## config.mk

```make
export PLATFORM = sky130hd
export DESIGN_NAME = floating_division
export DESIGN_NICKNAME = d
export VERILOG_FILES = /design/src/rtl/fp_pkg.sv /design/src/rtl/floating_division_core.sv /design/src/rtl/floating_division.sv
export SDC_FILE = /design/constraint.sdc
export NUM_CORES = 1
export LEC_CHECK = 0
export ABC_AREA = 0
export CORE_MARGIN = 2
export CORE_UTILIZATION = 56
export CTS_CLUSTER_SIZE = 10
export DETAILED_ROUTE_END_ITERATION = 8
export PLACE_DENSITY = 0.87
export SLEW_MARGIN = 30
export SYNTH_ARGS = -nofsm -noshare
export SYNTH_HDL_FRONTEND = slang
export SYNTH_SLANG_ARGS = --single-unit
export TNS_END_PERCENT = 50
```

## constraint.sdc

```tcl
create_clock -name clk -period 6.16 [get_ports clk]
set_input_delay 1.232 -clock clk [delete_from_list [all_inputs] [get_ports clk]]
set_output_delay 1.232 -clock clk [all_outputs]
set_load 0.005 [all_outputs]
```

## src/rtl/fp_pkg.sv

```systemverilog
// Shared binary32 definitions for the FPU blocks: field layout, bias and
// the sequencing states of the divider.
package fp_pkg;

  localparam int          FP_EXP_W = 8;
  localparam int          FP_MAN_W = 23;
  localparam logic [7:0]  FP_BIAS  = 8'd127;
  localparam logic [31:0] FP_QNAN  = 32'h7FC00000;

  typedef enum logic [1:0] {
    IDLE = 2'd0,
    DIV  = 2'd1,
    NORM = 2'd2,
    DONE = 2'd3
  } state_t;

  typedef struct packed {
    logic                sign;
    logic [FP_EXP_W-1:0] exp;
    logic [FP_MAN_W-1:0] frac;
  } fp_t;

endpackage

```

## src/rtl/floating_division_core.sv

```systemverilog
// Restoring mantissa divider: q = floor(Ma * 2^24 / Mb), one quotient bit
// per clock, MSB first, 25 iterations after start.
module floating_division_core (
  input  logic        clk,
  input  logic        rst,
  input  logic        start,
  input  logic [23:0] Ma,
  input  logic [23:0] Mb,
  output logic [24:0] q,
  output logic        done
);

  logic [24:0] rem;
  logic [23:0] mb_r;
  logic [4:0]  cnt;
  logic [25:0] diff;
  logic        ge;
  logic [24:0] rem_next;

  assign diff     = {1'b0, rem} - {2'b00, mb_r};
  assign ge       = ~diff[25];
  assign rem_next = ge ? diff[24:0] : rem;

  // High while the final iteration is in flight; q is complete after that edge.
  assign done = (cnt == 5'd1);

  always_ff @(posedge clk or posedge rst) begin
    if (rst) begin
      rem  <= '0;
      mb_r <= '0;
      q    <= '0;
      cnt  <= '0;
    end else if (start) begin
      rem  <= {1'b0, Ma};
      mb_r <= Mb;
      q    <= '0;
      cnt  <= 5'd25;
    end else if (cnt != 5'd0) begin
      rem  <= rem_next << 1;
      q    <= {q[23:0], ge};
      cnt  <= cnt - 5'd1;
    end
  end

endmodule

```

## src/rtl/floating_division.sv

```systemverilog
// Sequential binary32 divider with valid/ready on both sides; truncating,
// 8-bit wrapping exponent. FDIV_SPECIAL_EN adds zero/inf/NaN handling.
//
// state | meaning
// IDLE  | in_ready high, waiting for operands
// DIV   | mantissa divider iterating (25 cycles)
// NORM  | normalise quotient, register result
// DONE  | out_valid held until out_ready
module floating_division
  import fp_pkg::*;
(
  input  logic        clk,
  input  logic        rst,
  input  logic        in_valid,
  output logic        in_ready,
  input  logic [31:0] A,
  input  logic [31:0] B,
  output logic        out_valid,
  input  logic        out_ready,
  output logic [31:0] result
);

  fp_t         a_f, b_f;
  state_t      state;
  logic        sign_r;
  logic [7:0]  ea_r, eb_r;
  logic        accept;
  logic        core_start;
  logic        core_done;
  logic [24:0] q;
  logic [22:0] mant;
  logic [31:0] norm_res;

  assign a_f    = A;
  assign b_f    = B;
  assign accept = in_valid && in_ready;
  assign mant   = q[24] ? q[23:1] : q[22:0];

`ifdef FDIV_SPECIAL_EN
  logic              a_nan, b_nan, a_inf, b_inf, a_zero, b_zero, op_sign;
  logic              is_special, special_r;
  logic [31:0]       special_res, special_res_r;
  logic signed [9:0] exp_w;

  assign a_nan   = (&a_f.exp) && (|a_f.frac);
  assign b_nan   = (&b_f.exp) && (|b_f.frac);
  assign a_inf   = (&a_f.exp) && !(|a_f.frac);
  assign b_inf   = (&b_f.exp) && !(|b_f.frac);
  assign a_zero  = (a_f.exp == 8'd0);
  assign b_zero  = (b_f.exp == 8'd0);
  assign op_sign = a_f.sign ^ b_f.sign;

  always_comb begin
    is_special  = 1'b1;
    special_res = FP_QNAN;
    if (a_nan || b_nan || (a_zero && b_zero) || (a_inf && b_inf))
      special_res = FP_QNAN;
    else if (b_zero || a_inf)
      special_res = {op_sign, 8'hFF, 23'd0};
    else if (a_zero || b_inf)
      special_res = {op_sign, 31'd0};
    else
      is_special = 1'b0;
  end

  assign core_start = accept && !is_special;
  assign exp_w = $signed({2'b00, ea_r}) - $signed({2'b00, eb_r})
               + (q[24] ? 10'sd127 : 10'sd126);

  always_comb begin
    if (special_r)
      norm_res = special_res_r;
    else if (exp_w > 10'sd254)
      norm_res = {sign_r, 8'hFF, 23'd0};
    else if (exp_w < 10'sd1)
      norm_res = {sign_r, 31'd0};
    else
      norm_res = {sign_r, exp_w[7:0], mant};
  end
`else
  logic [7:0] exp_n;

  assign core_start = accept;
  assign exp_n      = ea_r - eb_r + (q[24] ? FP_BIAS : FP_BIAS - 8'd1);
  assign norm_res   = {sign_r, exp_n, mant};
`endif

  floating_division_core u_core (
    .clk   (clk),
    .rst   (rst),
    .start (core_start),
    .Ma    ({1'b1, a_f.frac}),
    .Mb    ({1'b1, b_f.frac}),
    .q     (q),
    .done  (core_done)
  );

  always_ff @(posedge clk or posedge rst) begin
    if (rst) begin
      state     <= IDLE;
      in_ready  <= 1'b1;
      out_valid <= 1'b0;
      result    <= '0;
      sign_r    <= 1'b0;
      ea_r      <= '0;
      eb_r      <= '0;
`ifdef FDIV_SPECIAL_EN
      special_r     <= 1'b0;
      special_res_r <= '0;
`endif
    end else begin
      case (state)
        IDLE: begin
          if (accept) begin
            sign_r   <= a_f.sign ^ b_f.sign;
            ea_r     <= a_f.exp;
            eb_r     <= b_f.exp;
            in_ready <= 1'b0;
            state    <= DIV;
`ifdef FDIV_SPECIAL_EN
            special_r     <= is_special;
            special_res_r <= special_res;
            // Special operands bypass the divider and resolve on the next edge.
            if (is_special) state <= NORM;
`endif
          end
        end
        DIV: begin
          if (core_done) state <= NORM;
        end
        NORM: begin
          result    <= norm_res;
          out_valid <= 1'b1;
          state     <= DONE;
        end
        DONE: begin
          if (out_ready) begin
            out_valid <= 1'b0;
            in_ready  <= 1'b1;
            state     <= IDLE;
          end
        end
        default: state <= IDLE;
      endcase
    end
  end

endmodule

```

==> impl_metrics.csv, run 1 <==
group,metric,value,unit
global_routing,grt_pass1_vias,6455,
clock_network,cts-htree-levels,4,
power_and_ir_drop,ir_drop,194,uV
synth,synth_xor_area_share,2.47,%
global_routing,grt_pass1_wl,30300,um
clock_network,cts_sinks,132,
worst_setup_path,path_cells,"clkdlybuf4s50_1 > and2_4 > buf_4 > nor2_1 > nand2_1 > o31ai_1",
synth,yosysWarnings,0,
worst_setup_path,arrival,3.65,ns
detailed_routing,dr.pass1.iters,5,
die,coreArea,0.0137,mm2
sta,rsz0062_at_grt,"false",
synth,muxShareOfSynthArea,7.06,%
sta,slew_viol_final,0,
detailed_routing,post-route-drc-count,0,
global_routing,grt_max_degree,82,
place,gp_congestion,0.904,
place,post-dp-hpwl,11900,um
cells_and_area,drive_above_1_share,8.42,%
worst_setup_path,crit_path_end_kind,"register",
sta,layout_min_cycle_time,3.32,ns
hold_path,min_path_type,"register to register",
synth,yosys.area_share.simple,16.1,%
synth,synth_area,0.00780,mm2
sta,hold_slack,0.466,ns
global_routing,gr-total-overflow,0,
die,die_area,0.0149,mm2
sta,finalHoldViolCount,0,
worst_setup_path,critical_path.top_delay_family,"simple AND/OR/NAND/NOR gates",
synth,syn_inst,872,
detailed_routing,highest-signal-layer,"met4",
power_and_ir_drop,switchingPower,0.420,mW
synth,synth_area_leaders,"dfrtp_1, ha_1, nand2_1",
clock_network,cts_hold_buf,0,
place,placed_cell_area,0.00889,mm2
worst_setup_path,critPathBufInv,2,
detailed_routing,wl_per_cell,15.8,um
sta,fin_setup_tns,0,ns
worst_setup_path,slowest_delay,0.69,ns
die,io_pins,102,
global_routing,grt_util_all_layers,25.7,%
sta,setup_viol,0,
synth,synth_area_per_cell,8.94,um2
detailed_routing,viasPerCell,5.70,
worst_setup_path,crit_fanout,56,
synth,async_reset_ff_share,100,%
power_and_ir_drop,seqPwrFrac,42.7,%
global_routing,antenna_found_initial,0,
clock_network,path_clk_slew,0.06,ns
cells_and_area,stdcell_area,0.00955,mm2
power_and_ir_drop,p_int,1.61,mW
die,chipWidth,122,um
worst_setup_path,critPathSlowestCell,"nor2_1",
synth,synth.ff_latch_count,132,
cells_and_area,layout.nets,1065,
clock_network,cts_buffer_depth,2,
detailed_routing,ant_nets,0,
die,rows,43,
cells_and_area,final_common_cell,"nand2_1",
clock_network,cts_tree,"done",
synth,seq_area_frac_synth,42.4,%
clock_network,cts_made_buffers,17,
synth,synth-adder-area-share,7.89,%
clock_network,cts_root_buffer,"clkbuf_16",
clock_network,post_cts_resized,0,
die,initial_core_util,56.8,%
synth,yosysUniqueCellTypes,69,
sta,fmax,301,MHz
worst_setup_path,startpoint_type,"input port",
detailed_routing,drt_iter0_markers,523,
sta,slew_headroom,38.5,%
detailed_routing,wl,18000,um
sta,finalClockSkew,0.00825,ns
detailed_routing,vias,6515,
sta,fin_crit_sh,54.0,%
die,die_h,122,um
worst_setup_path,required,6.49,ns
synth,synth-edff-count,0,
place,io_buffers,101,
worst_setup_path,path_class,"input port to register",
detailed_routing,wl_met1,7840,um
synth,synth_compound_area_share,18.8,%
synth,synth_top_family_by_area,"compound AO/OA/AOI/OAI gates",
power_and_ir_drop,p_sw_share,20.7,%
power_and_ir_drop,comb_power_share,3.1,%
synth,yosysTopAreaCell,"dfrtp_1",
clock_network,clk_latency,0.42,ns
job,cap_violations,0,
detailed_routing,wl_met2,9160,um
sta,tightest_slew,0.921,ns
cells_and_area,syn2layout_area_growth,22.5,%
status,run_status,"completed",
detailed_routing,dr_wl_met3,868,um
power_and_ir_drop,pwr_density_cell,213,mW/mm2
power_and_ir_drop,p_leak,4.53,nW
cells_and_area,final_cell_mix,"nand2_1, dfrtp_1, clkdlybuf4s50_1",
cells_and_area,diodes,0,
synth,synth.top_cell.area_share,42.0,%
synth,ys.flop_type,"dfrtp_1",
clock_network,post_cts_buffers,0,
synth,synth_nets,988,
power_and_ir_drop,clock_power_share,54.2,%
layer usage:
| metal | up-vias | track usage (%) |
|---|---|---|
| met1 | 3125 | 32.2 |
| met2 | 180 | 44.7 |
| met4 | 0 | 7.61 |
| met3 | 16 | 5.24 |
| met5 | - | 0 |
| li1 | 3194 | - |
path summary, 6_finish.rpt:
path	to	cells past startpoint	startpoint	slack [ns]
setup / recovery	u_core.rem[19]$_DFFE_PP0P_	6	in_valid	2.84
hold / removal	u_core.mb_r[23]$_DFFE_PP0P_	2	u_core.mb_r[23]$_DFFE_PP0P_	0.47
setup reg to reg	u_core.rem[4]$_DFFE_PP0P_	8	u_core.rem[7]$_DFFE_PP0P_	3.04
hold reg to reg	u_core.mb_r[23]$_DFFE_PP0P_	2	u_core.mb_r[23]$_DFFE_PP0P_	0.47
max in group asynchronous	u_core.q[8]$_DFFE_PP0P_	3	rst	3.67
min in group asynchronous	result[19]$_DFFE_PP0P_	2	rst	1.33
metrics by stage:
stage               worst slack, ns  cells  power, mW  utilization [%]
CTS                            2.89   1142       2.04             69.6
finish                         2.84   1142       2.03             69.6
global placement               2.49   1110      0.947             64.8
floorplan                      1.40    872      0.897                -
detailed placement             2.45   1110      0.947             64.8
global route                   2.67   1142       2.09             69.6
flip-flops by register name (all words and copies together), names as in the netlist, 2 cells and up:
signal / flops
u_core.q: 25
result: 32
u_core.cnt: 5
state: 2
u_core.rem: 25
u_core.mb_r: 24
ea_r: 8
eb_r: 8
synthesized netlist by cell type (5+ instances only):
master,count
a21o_1,6
a21oi_1,84
a31oi_1,11
and3_1,8
clkbuf_1,40
dfrtp_1,131
ha_1,46
inv_1,59
mux2_2,24
mux2i_1,28
nand2_1,134
nand2b_1,6
nand3_1,11
nand4_1,5
nor2_1,63
nor3_1,19
o211ai_1,5
o21a_1,12
o21ai_0,62
o31ai_1,10
or3_1,11
xnor2_1,17
xor2_1,5
final cells by class:
| type | count | area [um2] |
|---|---|---|
| clock buffer | 19 | 453 |
| clock inverter | 13 | 196 |
| fill | 1044 | 4170 |
| inverter | 59 | 226 |
| multi-input combinational | 633 | 4100 |
| sequential | 132 | 3300 |
| tap | 180 | 225 |
| timing repair buffer | 106 | 1050 |
power groups by stage:
stage	logic, mW	clock network (mW)	registers [mW]
after floorplan	0.0138	0	0.883
after global placement	0.0641	0	0.883
after detailed placement	0.0644	0	0.883
after CTS	0.0652	1.11	0.867
after global routing	0.0702	1.15	0.867
final	0.0634	1.10	0.867
logic make-up after synthesis:
group | Yosys count
muxes | 52
AOI/OAI and AO/OA | 231
buffers and inverters | 107
adders and majority gates | 48
and+or+nand+nor | 280
DFF | 132
xor gates and xnor gates | 22
worst min-delay path, cell delays in order (launching register included):
cell and delay, ns:
dfrtp_1 0.33, inv_1 0.06, nand2_1 0.05
No activity file was read; power rests on OpenSTA's default activity.
==> run 2, diff against run 1 <==
==> constraint.sdc (replaced) <==
create_clock -name clk -period 3.4 [get_ports clk]
set_input_delay 0.68 -clock clk [delete_from_list [all_inputs] [get_ports clk]]
set_output_delay 0.68 -clock clk [all_outputs]
set_load 0.005 [all_outputs]
==> run 2 against run 1 <==
Compared with the run above: hold slack got worse by 0.015 ns; utilization increased by 0.064 points; critical path depth increased by 3; register-to-register slack got worse by 2.6 ns; clock power increased by 66%; routed wire length increased by 3.6%; largest cell class unchanged; largest power group unchanged.
==> impl_metrics.csv, run 2 (synthesis results as in run 1) <==
group,metric,value,unit
sta,hold_slack,0.451,ns
place,io_buffers,101,
die,die_h,122,um
cells_and_area,multi_input_area,0.00408,mm2
place,placed_cell_area,0.00898,mm2
global_routing,grt_max_degree,67,
global_routing,grt_util_all_layers,26.4,%
global_routing,grt_pass1_wl,31100,um
global_routing,gr-total-overflow,0,
detailed_routing,dr.pass1.iters,5,
cells_and_area,biggestRegsByFlops,"result (32), u_core.q (25), u_core.rem (25)",
detailed_routing,ant_nets,0,
sta,setup_viol,0,
detailed_routing,post-route-drc-count,0,
status,run_status,"completed",
worst_setup_path,crit_path_end_kind,"register",
clock_network,cts_hold_buf,0,
worst_setup_path,critPathBufInv,1,
die,io_pins,102,
detailed_routing,vias,6674,
clock_network,cts_root_buffer,"clkbuf_16",
worst_setup_path,reg2reg_from,"u_core.mb_r[1]$_DFFE_PP0P_",
power_and_ir_drop,pwr_density_cell,368,mW/mm2
clock_network,cts_sinks,132,
cells_and_area,regMostFlops,"result",
sta,finalHoldViolCount,0,
worst_setup_path,slowest_delay,0.58,ns
clock_network,cts_tree,"done",
cells_and_area,largest_reg_flops,32,
cells_and_area,diodes,0,
worst_setup_path,path_cells,"inv_1 > ha_1 > nor2b_2 > o2111ai_2 > a211oi_4 > a2111oi_4 > o21ai_2 > nand2_1 > o31ai_1",
power_and_ir_drop,p_total,3.52,mW
die,coreArea,0.0137,mm2
hold_path,hold_start,"u_core.mb_r[23]$_DFFE_PP0P_",
worst_setup_path,reg2reg_to,"u_core.rem[19]$_DFFE_PP0P_",
sta,slew_headroom,49.2,%
power_and_ir_drop,ir_drop,329,uV
cells_and_area,utilization,69.7,%
die,initial_core_util,56.8,%
global_routing,met3_usage,5.15,%
die,chipWidth,122,um
clock_network,post_cts_resized,0,
die,die_area,0.0149,mm2
place,post-dp-hpwl,12600,um
clock_network,cts_buffer_depth,2,
cells_and_area,final_common_cell,"nand2_1",
die,rows,43,
global_routing,grt_pass1_vias,6633,
worst_setup_path,reg2reg_depth,9,
cells_and_area,layout.nets,1074,
global_routing,antenna_found_initial,0,
sta,tightest_slew,0.760,ns
cells_and_area,syn2layout_area_growth,22.6,%
hold_path,hold_path_end,"u_core.mb_r[23]$_DFFE_PP0P_",
global_routing,use_met1,33.0,%
power_and_ir_drop,p_leak,4.55,nW
clock_network,path_clk_slew,0.05,ns
detailed_routing,drt_iter0_markers,616,
clock_network,cts-htree-levels,4,
cells_and_area,stdcell_area,0.00956,mm2
cells_and_area,final_cell_mix,"nand2_1, dfrtp_1, clkdlybuf4s50_1",
worst_setup_path,critical_path.top_delay_family,"compound AO/OA/AOI/OAI gates",
place,gp_congestion,0.912,
cells_and_area,regArea,0.00330,mm2
cells_and_area,drive_above_1_share,8.76,%
global_routing,met2_usage,45.6,%
sta,layout_min_cycle_time,2.93,ns
worst_setup_path,crit_fanout,15,
job,cap_violations,0,
sta,finalClockSkew,0.0114,ns
worst_setup_path,required,3.73,ns
detailed_routing,viasPerCell,5.80,
sta,slew_viol_final,0,
clock_network,clk_latency,0.42,ns
clock_network,post_cts_buffers,0,
sta,rsz0062_at_grt,"false",
hold_path,min_path_type,"register to register",
hold_path,whs_path_depth,2,
global_routing,busiest_layer,"met2",
worst_setup_path,critPathSlowestCell,"o21ai_2",
worst_setup_path,arrival,3.25,ns
detailed_routing,wl,18700,um
worst_setup_path,rrSetupSlack,0.47,ns
sta,fin_crit_sh,86.1,%
sta,fin_setup_tns,0,ns
clock_network,cts_made_buffers,17,
sta,fmax,342,MHz
worst_setup_path,startpoint_type,"register",
cells_and_area,filler_cell_count,1059,
detailed_routing,wl_per_cell,16.3,um
worst_setup_path,path_class,"register to register",
## run 2: cell count changes in the layout (fill, tap and decap cells not counted), sizes merged
cell	delta
clkbuf	+3
clkinv	+3
buf	+9
clkinvlp	-2
bufinv	-1
inv	-4
## run 2: tightest hold or removal path: stages (launching register included)
cell	delay, ns
dfrtp_1	0.32
inv_1	0.05
nand2_1	0.05
## run 2: where the power goes
part           leakage (nW)  switching (mW)  total, mW  internal, mW
sequential             1.61               0       1.57          1.57
combinational          2.66          0.0438      0.116        0.0723
clock                 0.284           0.663       1.83          1.16
total                  4.55           0.706       3.52          2.81
## run 2: worst max path at each step
stage                                     from                         end  slack [ns]  depth (start not counted)
detailed placement  u_core.mb_r[1]$_DFFE_PP0P_  u_core.rem[19]$_DFFE_PP0P_        0.46                          9
global route        u_core.mb_r[1]$_DFFE_PP0P_  u_core.rem[19]$_DFFE_PP0P_        0.22                          9
floorplan             u_core.q[24]$_DFFE_PP0P_      result[29]$_DFFE_PP0P_        0.46                         15
finish              u_core.mb_r[1]$_DFFE_PP0P_  u_core.rem[19]$_DFFE_PP0P_        0.47                          9
CTS                 u_core.mb_r[1]$_DFFE_PP0P_  u_core.rem[19]$_DFFE_PP0P_        0.47                          9
global placement    u_core.mb_r[1]$_DFFE_PP0P_  u_core.rem[19]$_DFFE_PP0P_        0.57                          9
## run 2: final cells by class
type / instances / area share [%]
repair buffers: 115 / 11.9
inverters: 59 / 2.36
clock inverters: 9 / 1.36
flip-flops and latches: 132 / 34.6
well taps: 180 / 2.36
clock buffers: 22 / 4.75
multi-input cells: 633 / 42.7
## run 2: per-layer routing
| metal | up-vias | part of all wire, % |
|---|---|---|
| met2 | 221 | 51 |
| met1 | 3214 | 42 |
| li1 | 3203 | - |
| met4 | 0 | 1.9 |
| met3 | 36 | 5.1 |
| met5 | - | 0 |
## run 2: per-stage QoR
stage | worst slack, ns | cells
finish | 0.473 | 1150
global route | 0.221 | 1150
CTS | 0.474 | 1150
detailed placement | 0.457 | 1119
global placement | 0.574 | 1119
floorplan | 0.460 | 872
